### src/rtl/cordic_sine_arbiter_pkg.sv
`default_nettype none
// ============================================================================
// Module   : cordic_sine_arbiter_pkg
// Purpose  : Shared definitions for the cordic_sine_arbiter slice. It holds
//            the controller state encoding, the default widths and limits,
//            and a small state-classification helper.
// Ports    : none (package)
// Options  : CORDIC_TIMEOUT_EN (see cordic_sine_arbiter)
// Revision : 1.0 - initial release
// ============================================================================
package cordic_sine_arbiter_pkg;

  // Default data width; matches the shared cordicsine unit
  localparam int DATA_W_DEF  = 16;
  // Default watchdog limit, in cycles per wait state
  localparam int TIMEOUT_DEF = 64;

  // Controller states, 3-bit encoding
  typedef enum logic [2:0] {
    ST_IDLE      = 3'd0,
    ST_ISSUE     = 3'd1,
    ST_WAIT_BUSY = 3'd2,
    ST_WAIT_DONE = 3'd3,
    ST_RESP      = 3'd4
  } state_e;

  // True in the two states that wait on the cordic ready handshake
  function automatic logic is_wait_state(input state_e s);
    return (s == ST_WAIT_BUSY) || (s == ST_WAIT_DONE);
  endfunction

endpackage : cordic_sine_arbiter_pkg
`default_nettype wire

### src/rtl/cordic_sine_arbiter_pick.sv
`default_nettype none
// ============================================================================
// Module   : rr_arbiter_pick
// Purpose  : Combinational round-robin picker. The search starts one position
//            after ptr_i, wraps around, and returns the first pending request.
// Ports    : req_i   [N]      pending request vector
//            ptr_i   [IDX_W]  index of the most recently served requester
//            grant_o [N]      one-hot grant (all zero when nothing pending)
//            idx_o   [IDX_W]  index of the granted requester
//            any_o            at least one request is pending
// Revision : 1.0 - initial release
// ============================================================================
module rr_arbiter_pick #(
  parameter int N     = 4,
  parameter int IDX_W = 2
) (
  input  logic [N-1:0]     req_i,
  input  logic [IDX_W-1:0] ptr_i,
  output logic [N-1:0]     grant_o,
  output logic [IDX_W-1:0] idx_o,
  output logic             any_o
);

  // 6 bits hold ptr+1+offset for N up to 16 (at most 2N-1)
  localparam int SW = 6;

  logic [2*N-1:0] w_dbl;
  logic [N-1:0]   w_rot;
  logic [SW-1:0]  w_start;
  logic [SW-1:0]  w_off;
  logic [SW-1:0]  w_sum;
  logic [SW-1:0]  w_idx;
  logic           w_found;

  // Doubling the vector turns the wrap-around search into a plain shift:
  // w_rot[k] is the request at position (ptr+1+k) mod N.
  assign w_dbl   = {req_i, req_i};
  assign w_start = SW'(ptr_i) + SW'(1);
  assign w_rot   = N'(w_dbl >> w_start);

  // Lowest set bit of the rotated vector is the next requester in turn
  always_comb begin
    w_found = 1'b0;
    w_off   = '0;
    for (int k = 0; k < N; k++) begin
      if (!w_found && w_rot[k]) begin
        w_found = 1'b1;
        w_off   = SW'(k);
      end
    end
  end

  // Map the offset back to an absolute index; one subtraction is enough
  assign w_sum = w_start + w_off;
  assign w_idx = (w_sum >= SW'(N)) ? (w_sum - SW'(N)) : w_sum;

  assign any_o   = w_found;
  assign idx_o   = IDX_W'(w_idx);
  assign grant_o = w_found ? (N'(1) << w_idx) : '0;

endmodule : rr_arbiter_pick
`default_nettype wire

### src/rtl/cordic_sine_arbiter.sv
`default_nettype none
// ============================================================================
// Module   : cordic_sine_arbiter
// Purpose  : Shares one cordicsine unit among N_REQ requesters. A round-robin
//            pick selects a pending request in IDLE, its angle is held on the
//            unit, update is pulsed, and the ready drop/rise of the unit is
//            tracked. The result goes back with the requester index over a
//            valid/ready response channel.
// Ports    : clk, reset           clock, synchronous active-high reset
//            req_valid_i/ready_o  per-requester handshake (ready one-hot)
//            req_angle_i          packed angles, requester i at [i*DATA_W+:DATA_W]
//            cs_update_o          update pulse to cordicsine
//            cs_angle_o           held in_angle to cordicsine
//            cs_ready_i           cordicsine ready
//            cs_result_i          cordicsine out_angle
//            rsp_valid_o/ready_i  response handshake
//            rsp_id_o             index of the served requester
//            rsp_data_o           sine result
//            rsp_err_o            watchdog timeout flag
//            busy_o               high in every state except IDLE
// Options  : CORDIC_TIMEOUT_EN - when defined, an 8-bit watchdog bounds each
//            wait state to TIMEOUT_CYCLES cycles and reports a timeout as a
//            response with rsp_err_o=1 and rsp_data_o=0. When undefined,
//            rsp_err_o is tied low and the wait states have no bound.
// Revision : 1.0 - initial release
// ============================================================================
module cordic_sine_arbiter
  import cordic_sine_arbiter_pkg::*;
#(
  parameter int N_REQ          = 4,
  parameter int ID_W           = 2,
  parameter int DATA_W         = DATA_W_DEF,
  parameter int TIMEOUT_CYCLES = TIMEOUT_DEF
) (
  input  logic                    clk,
  input  logic                    reset,
  input  logic [N_REQ-1:0]        req_valid_i,
  input  logic [N_REQ*DATA_W-1:0] req_angle_i,
  output logic [N_REQ-1:0]        req_ready_o,
  output logic                    cs_update_o,
  output logic [DATA_W-1:0]       cs_angle_o,
  input  logic                    cs_ready_i,
  input  logic [DATA_W-1:0]       cs_result_i,
  output logic                    rsp_valid_o,
  input  logic                    rsp_ready_i,
  output logic [ID_W-1:0]         rsp_id_o,
  output logic [DATA_W-1:0]       rsp_data_o,
  output logic                    rsp_err_o,
  output logic                    busy_o
);

  state_e              state_q,     state_d;
  logic [ID_W-1:0]     rr_ptr_q,    rr_ptr_d;
  logic [DATA_W-1:0]   cs_angle_q,  cs_angle_d;
  logic [ID_W-1:0]     rsp_id_q,    rsp_id_d;
  logic [DATA_W-1:0]   rsp_data_q,  rsp_data_d;
  logic                rsp_valid_q, rsp_valid_d;

  logic [N_REQ-1:0]    w_grant;
  logic [ID_W-1:0]     w_idx;
  logic                w_any;
  logic                w_accept;
  logic                w_timeout;
  logic [DATA_W-1:0]   w_sel_angle;

  // --------------------------------------------------------------------------
  // Round-robin selection
  // --------------------------------------------------------------------------
  rr_arbiter_pick #(
    .N     (N_REQ),
    .IDX_W (ID_W)
  ) u_pick (
    .req_i   (req_valid_i),
    .ptr_i   (rr_ptr_q),
    .grant_o (w_grant),
    .idx_o   (w_idx),
    .any_o   (w_any)
  );

  // Angle of the granted requester, selected by the one-hot grant
  always_comb begin
    w_sel_angle = '0;
    for (int i = 0; i < N_REQ; i++) begin
      if (w_grant[i]) begin
        w_sel_angle = req_angle_i[i*DATA_W +: DATA_W];
      end
    end
  end

  assign w_accept = (state_q == ST_IDLE) && w_any;

  // --------------------------------------------------------------------------
  // Controller: state register
  // --------------------------------------------------------------------------
  always_ff @(posedge clk) begin
    if (reset) begin
      state_q     <= ST_IDLE;
      rr_ptr_q    <= ID_W'(N_REQ - 1);
      cs_angle_q  <= '0;
      rsp_id_q    <= '0;
      rsp_data_q  <= '0;
      rsp_valid_q <= 1'b0;
    end else begin
      state_q     <= state_d;
      rr_ptr_q    <= rr_ptr_d;
      cs_angle_q  <= cs_angle_d;
      rsp_id_q    <= rsp_id_d;
      rsp_data_q  <= rsp_data_d;
      rsp_valid_q <= rsp_valid_d;
    end
  end

  // --------------------------------------------------------------------------
  // Controller: next state
  // --------------------------------------------------------------------------
  always_comb begin
    state_d     = state_q;
    rr_ptr_d    = rr_ptr_q;
    cs_angle_d  = cs_angle_q;
    rsp_id_d    = rsp_id_q;
    rsp_data_d  = rsp_data_q;
    rsp_valid_d = rsp_valid_q;

    case (state_q)
      ST_IDLE: begin
        if (w_any) begin
          cs_angle_d = w_sel_angle;
          rsp_id_d   = w_idx;
          rr_ptr_d   = w_idx;
          state_d    = ST_ISSUE;
        end
      end

      ST_ISSUE: begin
        state_d = ST_WAIT_BUSY;
      end

      // The unit idles with ready high, so its drop must be seen before the
      // rise can be trusted as completion of this job.
      ST_WAIT_BUSY: begin
        if (!cs_ready_i) begin
          state_d = ST_WAIT_DONE;
        end else if (w_timeout) begin
          rsp_data_d  = '0;
          rsp_valid_d = 1'b1;
          state_d     = ST_RESP;
        end
      end

      ST_WAIT_DONE: begin
        if (cs_ready_i) begin
          rsp_data_d  = cs_result_i;
          rsp_valid_d = 1'b1;
          state_d     = ST_RESP;
        end else if (w_timeout) begin
          rsp_data_d  = '0;
          rsp_valid_d = 1'b1;
          state_d     = ST_RESP;
        end
      end

      // No new accept while leaving RESP; arbitration resumes in IDLE
      ST_RESP: begin
        if (rsp_ready_i) begin
          rsp_valid_d = 1'b0;
          state_d     = ST_IDLE;
        end
      end

      default: begin
        state_d = ST_IDLE;
      end
    endcase
  end

  // --------------------------------------------------------------------------
  // Optional watchdog
  // --------------------------------------------------------------------------
`ifdef CORDIC_TIMEOUT_EN
  // The counter starts at 0 on the first cycle of a wait state, so the value
  // TIMEOUT_CYCLES-1 marks the last of TIMEOUT_CYCLES waiting cycles.
  localparam logic [7:0] WD_LAST = 8'(TIMEOUT_CYCLES - 1);

  logic [7:0] wd_q;
  logic       rsp_err_q;
  logic       w_in_wait;
  logic       w_wd_entry;

  assign w_in_wait  = is_wait_state(state_q);
  assign w_wd_entry = (state_d != state_q) && is_wait_state(state_d);
  assign w_timeout  = w_in_wait && (wd_q == WD_LAST);

  always_ff @(posedge clk) begin
    if (reset) begin
      wd_q <= '0;
    end else if (w_wd_entry) begin
      wd_q <= '0;
    end else if (w_in_wait) begin
      wd_q <= wd_q + 8'd1;
    end
  end

  // Error flag stays with the response and is dropped by the next accept
  always_ff @(posedge clk) begin
    if (reset) begin
      rsp_err_q <= 1'b0;
    end else if (w_accept) begin
      rsp_err_q <= 1'b0;
    end else if (w_timeout && (state_d == ST_RESP)) begin
      rsp_err_q <= 1'b1;
    end
  end

  assign rsp_err_o = rsp_err_q;
`else
  // Without the watchdog the limit has no role
  logic [7:0] w_unused_timeout;
  assign w_unused_timeout = 8'(TIMEOUT_CYCLES);

  assign w_timeout = 1'b0;
  assign rsp_err_o = 1'b0;
`endif

  // --------------------------------------------------------------------------
  // Outputs
  // --------------------------------------------------------------------------
  // Grants are only offered in IDLE and never while reset is held
  assign req_ready_o = ((state_q == ST_IDLE) && !reset) ? w_grant : '0;
  assign cs_update_o = (state_q == ST_ISSUE);
  assign cs_angle_o  = cs_angle_q;
  assign rsp_valid_o = rsp_valid_q;
  assign rsp_id_o    = rsp_id_q;
  assign rsp_data_o  = rsp_data_q;
  assign busy_o      = (state_q != ST_IDLE);

endmodule : cordic_sine_arbiter
`default_nettype wire

### config.mk
export PLATFORM = sky130hd
export DESIGN_NAME = cordic_sine_arbiter
export DESIGN_NICKNAME = d
export VERILOG_FILES = /design/src/rtl/cordic_sine_arbiter_pkg.sv /design/src/rtl/cordic_sine_arbiter_pick.sv /design/src/rtl/cordic_sine_arbiter.sv
export SDC_FILE = /design/constraint.sdc
export NUM_CORES = 1
export LEC_CHECK = 0
export BUFFER_PORTS_ARGS = -buffer_cell sky130_fd_sc_hd__buf_2
export CORE_MARGIN = 8
export CORE_UTILIZATION = 40
export DETAILED_ROUTE_END_ITERATION = 12
export GPL_TIMING_DRIVEN = 0
export PLACE_DENSITY_LB_ADDON = 0.05
export SLEW_MARGIN = 20
export SYNTH_ARGS = -nofsm -noshare
export SYNTH_HDL_FRONTEND = slang
export SYNTH_SLANG_ARGS = --single-unit
### constraint.sdc
create_clock -name clk -period 2.8 [get_ports clk]
set_input_delay 0.28 -clock clk [delete_from_list [all_inputs] [get_ports clk]]
set_output_delay 0.28 -clock clk [all_outputs]
set_load 0.03 [all_outputs]
==> results of run 1 <==
==> state kept, by name, indices dropped and copies added, names as in the netlist <==
signal,cells
state_q,3
rsp_valid_o,1
rsp_data_o,16
rsp_id_o,2
rr_ptr_q,2
cs_angle_o,16
==> cell families after synthesis <==
logic type	count (synthesis)	synth area share (%)
AOI/OAI and AO/OA	67	22.3
adders and majority gates	4	2.52
buffers and inverters	29	7.88
DFF	40	35.0
muxes	16	7.88
other	1	0.164
and+or+nand+nor	107	24.2
==> synthesized netlist by cell type (all sizes together) <==
cell,n
a211oi,1
a21oi,28
a2bb2oi,15
a31oi,1
and2,1
buf,12
clkbuf,13
conb,1
dfxtp,40
fa,1
ha,3
inv,4
mux2,16
nand2,43
nand2b,2
nand3,2
nor2,26
nor2b,1
nor3,20
nor3b,3
nor4,4
nor4b,2
o2111ai,1
o211ai,2
o21ai,1
o22ai,18
or2,2
or4,1
==> repair_timing <==
action / CTS / global route
gates resized for setup: 29 / 13
endpoints found under the setup margin: 15 / 11
buffers inserted: 12 / 7
gates cloned: 1 / 0
pin swaps: 7 / 11
==> path summary, 6_finish.rpt <==
check,start,to,slack [ns],cells after the start
setup / recovery,rr_ptr_q[0],req_ready_o[1],-0.001,10
hold / removal,cs_result_i[13],rsp_data_o[13],0.22,3
setup reg to reg,rr_ptr_q[0],cs_angle_o[14],0.18,13
hold reg to reg,rsp_data_o[7],rsp_data_o[7],0.45,2
==> power by group through the flow <==
stage / combinational (mW) / sequential [mW] / clock (mW)
2_1_floorplan: 1.30 / 1.05 / 0
6_report: 2.36 / 0.807 / 0.371
3_5_place_dp: 2.01 / 0.809 / 0
3_3_place_gp: 1.99 / 0.803 / 0
4_1_cts: 2.39 / 0.800 / 0.378
5_1_grt: 2.55 / 0.825 / 0.405
==> routing by layer <==
layer,GRT usage (%),part of all wire (%),up-vias
li1,-,-,1231
met1,19.3,41,1092
met2,29.5,49,74
met3,6.93,8.4,11
met4,4.91,1.3,0
met5,0,0,-
==> cell type report <==
type                       count  share of cell area (%)
inverter                       4                   0.519
buffer                        23                    5.56
timing repair buffer         144                    23.3
clock inverter                 2                   0.371
multi-input combinational    195                    41.7
clock buffer                   5                    2.04
tap                           72                    2.67
sequential                    40                    23.8
==> worst max-delay path: stages, from the launching register on <==
cell and delay [ns]:
dfxtp_2 0.36, buf_8 0.12, inv_4 0.04, nor3b_2 0.16, a21oi_1 0.06, o211ai_1 0.18
ha_2 0.23, fa_2 0.47, buf_8 0.16, nor4b_4 0.27, buf_6 0.17
==> per-stage QoR <==
step | power, mW | hold slack [ns] | cells
2_1_floorplan | 2.35 | 0.416 | 264
3_3_place_gp | 2.79 | 0.439 | 460
3_5_place_dp | 2.82 | 0.446 | 460
4_1_cts | 3.57 | 0.213 | 480
5_1_grt | 3.78 | 0.214 | 485
6_report | 3.54 | 0.222 | 485
==> results.sh, run 1 <==
export IMPL_outcome="finished with violations"
export IMPL_violations="setup timing"
export IMPL_cts_root_buf="clkbuf_8"
export IMPL_syn2layout_area_growth_pct=47.6
export IMPL_critPathRequiredTime_ns=2.52
export IMPL_fmax_mhz=357
export IMPL_skew_ns=0.00475
export IMPL_vias_per_cell=4.96
export IMPL_ctsLongestPathBuffers=2
export IMPL_drive_gt1_share_pct=54.2
export IMPL_relSlewSlack_pct=57.0
export IMPL_wirelength_um=7380
export IMPL_arrival_ns=2.52
export IMPL_pwr_share_comb_pct=66.7
export IMPL_worstMarginPinSlew_ns=0.646
export IMPL_core_region_area_um2=5510
export IMPL_antenna_found_initial=0
export IMPL_fin_crit_sh_pct=100
export IMPL_drv_slew=0
export IMPL_synth_area_per_cell_um2=8.66
export IMPL_initial_core_util_pct=41.5
export IMPL_multiInputGateArea_um2=1410
export IMPL_switchingPower_mw=1.52
export IMPL_port_buffers=124
export IMPL_ys_ff_latch=40
export IMPL_finalSetupViolations=1
export IMPL_numCtsBuffers=5
export IMPL_dp_hpwl_um=5550
export IMPL_pwr_share_clk_pct=10.5
export IMPL_wire_per_inst_um=15.2
export IMPL_layout_common_cells="buf_2, nand2_1, dfxtp_1"
export IMPL_rsz0062_at_grt="yes"
export IMPL_yosysSeqAreaShare_pct=35.0
export IMPL_worstSetupEndpointType="primary output"
export IMPL_rows=27
export IMPL_vdd_ir_drop_max_mv=0.554
export IMPL_htree_num_levels=2
export IMPL_die_y_um=91.6
export IMPL_grt_pass1_vias=2509
export IMPL_drc_errors=0
export IMPL_internal_power_mw=2.02
export IMPL_p_leak_nw=1.53
export IMPL_finalCriticalPeriod_ns=2.80
export IMPL_clock_sinks=40
export IMPL_power_density_nw_per_um2=1050
export IMPL_grt_max_degree=13
export IMPL_n_antenna_cell=0
export IMPL_seqPwrFrac_pct=22.8
export IMPL_dieArea_um2=8390
export IMPL_yosys_area_top_type_share_pct=35.0
export IMPL_vias=2408
export IMPL_final_core_util_pct=61.3
export IMPL_p_sw_share_pct=42.9
export IMPL_stdcell_area_um2=3380
export IMPL_syn_cell_area_um2=2290
export IMPL_postCtsHoldBufs=0
export IMPL_initialDrtViolationCount=100
export IMPL_maxCapViolCount=0
export IMPL_grtUsageTotal_pct=17.3
export IMPL_seq_area_um2=803
export IMPL_placed_area_um2=3040
export IMPL_dp_slack_ns=-0.483
export IMPL_synth_top_cell_by_area="dfxtp_1"
export IMPL_drt_first_pass_iters=4
export IMPL_yosys_top_cells_area="dfxtp_1, mux2_2, nand2_1"
export IMPL_setup_slack_ns=-0.00122
export IMPL_fp_dieW_um=91.6
export IMPL_setup_tns_ns=-0.00122
export IMPL_synth_nets=356
export IMPL_cts_tree="yes"
export IMPL_cts_clk_slew_worst_paths_ns=0.08
export IMPL_ioPinCount=130
export IMPL_gr_total_overflow=0
export IMPL_layout_commonest_cell="buf_2"
export IMPL_gp_congestion=0.720
export IMPL_clkLatencyLatePin_ns=0.29
export IMPL_start_kind="flop"
export IMPL_crit_type="flop to primary output"
export IMPL_hold_viol=0
export IMPL_yosys_warnings=0
export IMPL_antenna_left=0
export IMPL_synth_distinct_cells=38
export IMPL_post_synth_inst_count=264
export IMPL_nFillCells=518
export IMPL_critPathMaxFanout=5
export IMPL_hp_class="input port to flop"
export IMPL_grt_pass1_wl_um=12100
export IMPL_finalNetCount=505
No activity file was read; power rests on OpenSTA's default activity.
==> run 2, diff against run 1 <==
--- a/config.mk
+++ b/config.mk
@@ -5,10 +5,10 @@
 export SDC_FILE = /design/constraint.sdc
 export NUM_CORES = 1
 export LEC_CHECK = 0
-export BUFFER_PORTS_ARGS = -buffer_cell sky130_fd_sc_hd__buf_2
 export CORE_MARGIN = 8
-export CORE_UTILIZATION = 40
+export CORE_UTILIZATION = 55
 export DETAILED_ROUTE_END_ITERATION = 12
+export DONT_BUFFER_PORTS = 1
 export GPL_TIMING_DRIVEN = 0
 export PLACE_DENSITY_LB_ADDON = 0.05
 export SLEW_MARGIN = 20
==> results.sh, run 2 (synthesis gave the netlist of run 1 again) <==
export IMPL_outcome="finished with violations"
export IMPL_violations="setup timing"
export IMPL_hp_class="input port to flop"
export IMPL_ctsLongestPathBuffers=2
export IMPL_vias_per_cell=5.95
export IMPL_pwr_share_clk_pct=14.7
export IMPL_final_core_util_pct=69.6
export IMPL_critPathMaxFanout=5
export IMPL_critPathRequiredTime_ns=2.52
export IMPL_path_common_cell="buf_4"
export IMPL_core_region_area_um2=4000
export IMPL_grt_pass1_wl_um=10000
export IMPL_setup_slack_ns=-0.0971
export IMPL_cp_depth=9
export IMPL_fmax_mhz=345
export IMPL_hold_viol=0
export IMPL_start_kind="flop"
export IMPL_clock_sinks=40
export IMPL_gp_congestion=0.755
export IMPL_dieArea_um2=6480
export IMPL_antenna_found_initial=0
export IMPL_rr_worst_depth=14
export IMPL_setup_tns_ns=-0.321
export IMPL_crit_type="flop to primary output"
export IMPL_pwr_share_comb_pct=55.7
export IMPL_dp_slack_ns=-0.486
export IMPL_syn2layout_area_growth_pct=21.8
export IMPL_vdd_ir_drop_max_mv=1.07
export IMPL_cts_clk_slew_worst_paths_ns=0.07
export IMPL_numCtsBuffers=5
export IMPL_cts_tree="yes"
export IMPL_internal_power_mw=2.15
export IMPL_drv_slew=0
export IMPL_switchingPower_mw=1.52
export IMPL_n_antenna_cell=0
export IMPL_finalCriticalPeriod_ns=2.90
export IMPL_whs_path_depth=2
export IMPL_initialDrtViolationCount=108
export IMPL_skew_ns=0.00354
export IMPL_antenna_left=0
export IMPL_path_buf_inv=4
export IMPL_p_leak_nw=1.02
export IMPL_p_sw_share_pct=41.5
export IMPL_ioPinCount=130
export IMPL_crit_family="buffers and inverters"
export IMPL_vias=2005
export IMPL_placed_area_um2=2390
export IMPL_grt_pass1_vias=2032
export IMPL_htree_num_levels=2
export IMPL_maxCapViolCount=0
export IMPL_gr_total_overflow=0
export IMPL_layoutNonFillerInstCount=337
export IMPL_layout_commonest_cell="nand2_1"
export IMPL_slowest_stage="fa_1"
export IMPL_clkLatencyLatePin_ns=0.29
export IMPL_postCtsHoldBufs=0
export IMPL_port_buffers=0
export IMPL_max_stage_delay_ns=0.56
export IMPL_rows=23
export IMPL_fin_crit_sh_pct=103
export IMPL_dp_cells=314
export IMPL_layout_common_cells="nand2_1, dfxtp_1, a21oi_1"
export IMPL_rsz0062_at_grt="yes"
export IMPL_seqPwrFrac_pct=29.6
export IMPL_arrival_ns=2.62
export IMPL_power_density_nw_per_um2=1320
export IMPL_grtUsageTotal_pct=19.4
export IMPL_worstMarginPinSlew_ns=0.994
export IMPL_path_cells="buf_8, buf_4, a31oi_1, o22ai_2, buf_4, fa_1, buf_4, and2_4, nor3b_4"
export IMPL_finalNetCount=379
export IMPL_die_y_um=80.5
export IMPL_finalSetupViolations=6
export IMPL_initial_core_util_pct=57.2
export IMPL_dp_hpwl_um=4690
export IMPL_drive_gt1_share_pct=33.8
export IMPL_grt_max_degree=13
export IMPL_worstSetupEndpointType="primary output"
export IMPL_fp_dieW_um=80.5
export IMPL_cts_root_buf="clkbuf_8"
export IMPL_wirelength_um=6560
export IMPL_stdcell_area_um2=2790
export IMPL_drt_first_pass_iters=6
export IMPL_wire_per_inst_um=19.5
export IMPL_relSlewSlack_pct=33.6
export IMPL_drc_errors=0
-- run 2: cell count changes in the layout (fill, tap and decap cells not counted), sizes merged --
cell | previous run | this run
bufinv | 0 | 2
buf | 158 | 32
clkinvlp | 1 | 0
clkinv | 1 | 0
-- run 2: per-stage QoR --
stage                     hold slack, ns  power (mW)
after floorplan                    0.416        2.35
after global placement             0.418        2.58
after detailed placement           0.424        2.61
after CTS                          0.110        3.63
after global routing               0.109        3.85
final                              0.117        3.67
-- run 2: per-layer routing --
layer | vias to the layer above | global-route usage, % | wire length (um)
met5 | - | 0 | 0
met4 | 0 | 5.09 | 84
met3 | 8 | 7.92 | 657
met2 | 90 | 32.9 | 3310
met1 | 924 | 21.7 | 2510
li1 | 983 | - | -
-- run 2: power by group through the flow --
stage | clock (mW) | sequential [mW] | combinational [mW]
2_1_floorplan | 0 | 1.05 | 1.30
5_1_grt | 0.580 | 1.10 | 2.17
3_3_place_gp | 0 | 1.09 | 1.49
3_5_place_dp | 0 | 1.09 | 1.52
6_report | 0.539 | 1.08 | 2.04
4_1_cts | 0.549 | 1.08 | 2.00
-- run 2: final timing paths --
check / from / end / slack [ns]
worst max register to register: rr_ptr_q[0] / cs_angle_o[1] / -0.01
worst min register to register: state_q[2] / state_q[0] / 0.55
worst max-delay path: rr_ptr_q[0] / req_ready_o[3] / -0.1
worst min-delay path: cs_result_i[15] / rsp_data_o[15] / 0.12
-- run 2: what timing repair did --
item | 4_1_cts | 5_1_grt
endpoints found under the setup margin | 15 | 20
cloned | 1 | 0
buffers inserted | 15 | 2
gates resized for setup | 22 | 14
hold endpoints to repair | 0 | 0
pin swaps | 9 | 10
-- run 2: area by class of cell --
cell class | instances | area [um^2]
multi-input combinational | 195 | 1430
tap | 50 | 62.6
sequential | 40 | 806
clock buffer | 5 | 68.8
clock inverter | 2 | 60.1
buffer | 23 | 186
inverter | 4 | 20.0
timing repair buffer | 18 | 155
fill | 347 | 1210
